--- config.mk ---
export PLATFORM = sky130hd
export DESIGN_NAME = router_out_fifo
export DESIGN_NICKNAME = d
export VERILOG_FILES = /design/src/rtl/router_out_fifo.sv
export SDC_FILE = /design/constraint.sdc
export NUM_CORES = 1
export LEC_CHECK = 0
export ABC_AREA = 1
export BUFFER_PORTS_ARGS = -buffer_cell sky130_fd_sc_hd__buf_2
export CORE_AREA = 2 2 135 137
export CTS_BUF_LIST = sky130_fd_sc_hd__clkbuf_8
export DETAILED_ROUTE_END_ITERATION = 6
export DIE_AREA = 0 0 137 139
export GPL_ROUTABILITY_DRIVEN = 0
export PLACE_DENSITY = 0.65
export SYNTH_ARGS = -nofsm -noshare
export SYNTH_HDL_FRONTEND = slang
export SYNTH_SLANG_ARGS = --single-unit
--- constraint.sdc ---
create_clock -name clock -period 5.45 [get_ports clock]
set_clock_uncertainty 0.05 [all_clocks]
set_input_delay 1.3625 -clock clock [delete_from_list [all_inputs] [get_ports clock]]
set_output_delay 1.3625 -clock clock [all_outputs]
set_load 0.01 [all_outputs]
--- src/rtl/router_out_fifo.sv ---
// Per-port output buffer: registered pop (1-cycle read latency), header tagging for packet-end pulse,
// and a read-timeout flush. Pushes are dropped when full; pops are ignored when empty (no fall-through).
module router_out_fifo #(
  parameter int DEPTH   = 16,
  parameter int WIDTH   = 8,
  parameter int TIMEOUT = 30
) (
  input  logic             clock,
  input  logic             reset,
  input  logic             write_enb,
  input  logic             lfd_state,
  input  logic [WIDTH-1:0] data_in,
  input  logic             read_enb,
  output logic [WIDTH-1:0] data_out,
  output logic             vld_out,
  output logic             full,
  output logic             empty,
  output logic             pkt_done,
  output logic             soft_reset
);

  localparam int AW = $clog2(DEPTH);
  localparam int TW = $clog2(TIMEOUT + 1);

  logic [WIDTH:0]  mem [DEPTH];
  logic [AW:0]     wr_ptr, rd_ptr;
  logic [6:0]      pkt_cnt;
  logic [TW-1:0]   to_cnt;
  logic [WIDTH:0]  rd_entry;
  logic            push, pop, timeout_hit;

  assign empty    = (wr_ptr == rd_ptr);
  assign full     = (wr_ptr[AW] != rd_ptr[AW]) && (wr_ptr[AW-1:0] == rd_ptr[AW-1:0]);
  assign vld_out  = ~empty;
  assign push     = write_enb && !full;
  assign pop      = read_enb && !empty;
  assign rd_entry = mem[rd_ptr[AW-1:0]];
  // Flush on the edge that would take the unread-cycle count to TIMEOUT.
  assign timeout_hit = vld_out && !read_enb && (to_cnt == TW'(TIMEOUT - 1));

  always_ff @(posedge clock) begin
    if (push && !timeout_hit && !reset)
      mem[wr_ptr[AW-1:0]] <= {lfd_state, data_in};
  end

  always_ff @(posedge clock) begin
    if (reset) begin
      wr_ptr     <= '0;
      rd_ptr     <= '0;
      pkt_cnt    <= '0;
      to_cnt     <= '0;
      data_out   <= '0;
      pkt_done   <= 1'b0;
      soft_reset <= 1'b0;
    end else if (timeout_hit) begin
      wr_ptr     <= '0;
      rd_ptr     <= '0;
      pkt_cnt    <= '0;
      to_cnt     <= '0;
      data_out   <= '0;
      pkt_done   <= 1'b0;
      soft_reset <= 1'b1;
    end else begin
      soft_reset <= 1'b0;
      pkt_done   <= 1'b0;
      if (push)
        wr_ptr <= wr_ptr + 1'b1;
      if (pop) begin
        rd_ptr   <= rd_ptr + 1'b1;
        data_out <= rd_entry[WIDTH-1:0];
        // Header carries payload length in [7:2]; +1 counts the parity byte.
        if (rd_entry[WIDTH])
          pkt_cnt <= 7'(rd_entry[WIDTH-1:2]) + 7'd1;
        else if (pkt_cnt != 7'd0) begin
          pkt_cnt  <= pkt_cnt - 7'd1;
          pkt_done <= (pkt_cnt == 7'd1);
        end
      end
      if (vld_out && !read_enb)
        to_cnt <= to_cnt + TW'(1);
      else
        to_cnt <= '0;
    end
  end

endmodule
==> reports/qor.txt <==
run status = finished clean
maximum clock frequency = 0.331 GHz
Worst-Margin Slew = 0.791 ns
Max Root-Sink Buffers = 2
starting DRC count in detailed routing = 551
clock-pin slew on the worst setup and hold paths = 0.09 ns
Vias = 5150
DR WL/cell = 16.8 um
#FFs+latches synth = 180
initial antenna violation count = 0
clock power share = 32.0%
GRT busiest layer = met2
Initial Util = 44.0%
number of I/O pins = 26
Antenna Nets Post-Route = 0
crit path kind = in -> reg
P_sw = 0.782 mW
CP startpoint kind = input pin
cell area after synthesis = 0.00777 mm^2
Total Neg Setup Slack = 0 ns
Setup WS post-layout = 2.43 ns
Detailed Route WL = 17300 um
Max-Cap Viols = 0
Critical Path RT = 5.50 ns
Rows = 49
met1 usage = 26.3%
fillcell total = 1668
post-synthesis net count = 790
min-delay worst type = reg -> reg
Yosys warnings = 0
gr ovfl total = 0
syn_area_per_cell = 10.1 um^2
Sw Ratio = 27.3%
Clock Latency Late Sink = 0.47 ns
CP max FO = 14
maximum VDD drop = 196 uV
H-tree depth = 4
Total Routing Usage GR = 19.2%
worst hold path cell count = 2
period utilisation layout = 55.4%
Leak = 3.35 nW
pwr/cell area = 341 mW/mm^2
Synth-to-Final Area Change = 8.23%
final setup vio count = 0
signal arrival time at the worst endpoint = 3.07 ns
GR Layer Usage met3 = 3.36%
dpl ws = 1.94 ns
Die H = 139 um
CTS tree = done
Reg power frac = 53.5%
DRC viols = 0
Clock Sink Count = 180
DP Wirelength = 11100 um
post-cts resize count = 0
Die Wd = 137 um
slew margin rel. = 47.1%
area of the die = 0.0190 mm^2
clock root buffer master = clkbuf_8
post-synthesis cell type count = 33
via/cell ratio = 5.02
nets@finish = 807
register area share after synthesis = 64.9%
Comb power frac = 14.5%
worst reg-to-reg path cell count = 11
I/O Buffers = 25
commonest non-fill, non-tap cell in the layout = nand2_1
share of layout cells above drive strength 1 = 8.79%
largest net degree at the start of global routing = 75
CTS Hold Bufs = 0
Core Area = 0.0177 mm^2
max-slew violation count = 0
Hold Fails Final Rpt = 0
vias in the first global route = 4957
met2 Track Usage GR = 30.5%
Crit. End Element = flip-flop
RSZ-0062 raised after global routing = no
CTS Buf Count = 17
ant diodes = 0
Internal Power = 2.08 mW
min Tclk post-route = 3.02 ns
global-route wire length before repair = 27200 um
drt first pass iters = 5
Post-Syn Instances = 766
postcts setup bufs = 0
commonest cells after routing, fill and taps aside = nand2_1 (193), edfxtp_1 (144), nor2_1 (80), nand3_1 (80), inv_1 (79)
## registers in the layout (all words and copies together), names as in the netlist, named ones only
register,cells
to_cnt,5
pkt_cnt,7
mem,144
soft_reset,1
rd_ptr,5
pkt_done,1
data_out,8
wr_ptr,5
## path summary, 6_finish.rpt
path / slack [ns] / endpoint / from
setup / recovery: 2.43 / mem[8][7]$_DFFE_PP_ / read_enb
hold / removal: 0.42 / data_out[4]$_SDFFE_PP0N_ / data_out[4]$_SDFFE_PP0N_
setup reg to reg: 2.48 / mem[8][7]$_DFFE_PP_ / wr_ptr[3]$_SDFFE_PP0P_
hold reg to reg: 0.42 / data_out[4]$_SDFFE_PP0N_ / data_out[4]$_SDFFE_PP0N_
## per-stage QoR
step                total power [mW]  hold slack (ns)  area (um^2)  utilization [%]  cells
global placement                1.98            0.407         8010             45.4    993
finish                          2.87            0.421         8410             47.6   1025
CTS                             2.88            0.426         8410             47.6   1025
detailed placement              1.98            0.413         8010             45.4    993
global route                    2.99            0.448         8410             47.6   1025
floorplan                       1.86            0.384         7770                -    766
## layout make-up
type | count | area, um^2 | area share [%]
Clock inverter | 15 | 164 | 1.95
Sequential cell | 180 | 5050 | 60.0
Multi-Input combinational cell | 471 | 2210 | 26.2
Timing Repair Buffer | 29 | 155 | 1.84
Clock buffer | 17 | 234 | 2.78
Inverter | 84 | 318 | 3.78
Tap cell | 229 | 287 | 3.41
## power groups by stage
stage | Combinational, mW | Clock (mW) | Sequential, mW
4_1_cts | 0.416 | 0.928 | 1.53
5_1_grt | 0.466 | 0.989 | 1.54
6_report | 0.415 | 0.918 | 1.53
3_5_place_dp | 0.413 | 0 | 1.56
2_1_floorplan | 0.300 | 0 | 1.56
3_3_place_gp | 0.411 | 0 | 1.56
## kinds of logic (layout without fill, tap and decap cells)
group,count (synthesis),in the layout,share of synthesized area (%)
buffers and inverters,115,145,6.68
adder cells (fa/ha/maj),11,11,1.77
flip-flops,180,180,64.9
AND/OR/NAND/NOR,367,367,19.6
AO/OA/AOI/OAI,82,82,5.80
XOR/XNOR,11,11,1.24
## synth_stat cells (all sizes together)
cell type  number  share of area, %
a21oi          26               1.7
buf            24               2.3
clkbuf          7              0.34
clkinv          1             0.048
dfxtp          36               9.3
edfxtp        144                56
ha             11               1.8
inv            83               4.0
nand2         196               9.6
nand3          81               5.3
nand4           2              0.24
nor2           80               3.9
nor3            5              0.39
nor4            1             0.081
o211ai          7              0.68
o21ai          40               2.6
o21bai          1             0.097
o221ai          4              0.45
o22ai           4              0.32
or2             2              0.16
xnor2           3              0.34
xor2            8              0.90
## per-layer routing
metal  wire length, um  vias up
met5                 0        -
met4               325        0
met3               832       22
met2              8260      134
met1              7840     2410
li1                  -     2584
## worst max-delay path: stages
cell	delay, ns
buf_2	0.08
inv_1	0.03
nand2_1	0.05
inv_1	0.06
nand4_2	0.08
nand2_2	0.20
nor2_1	0.32
nand2_1	0.25
nor2_1	0.63
Power figures use the tool's default switching activity.
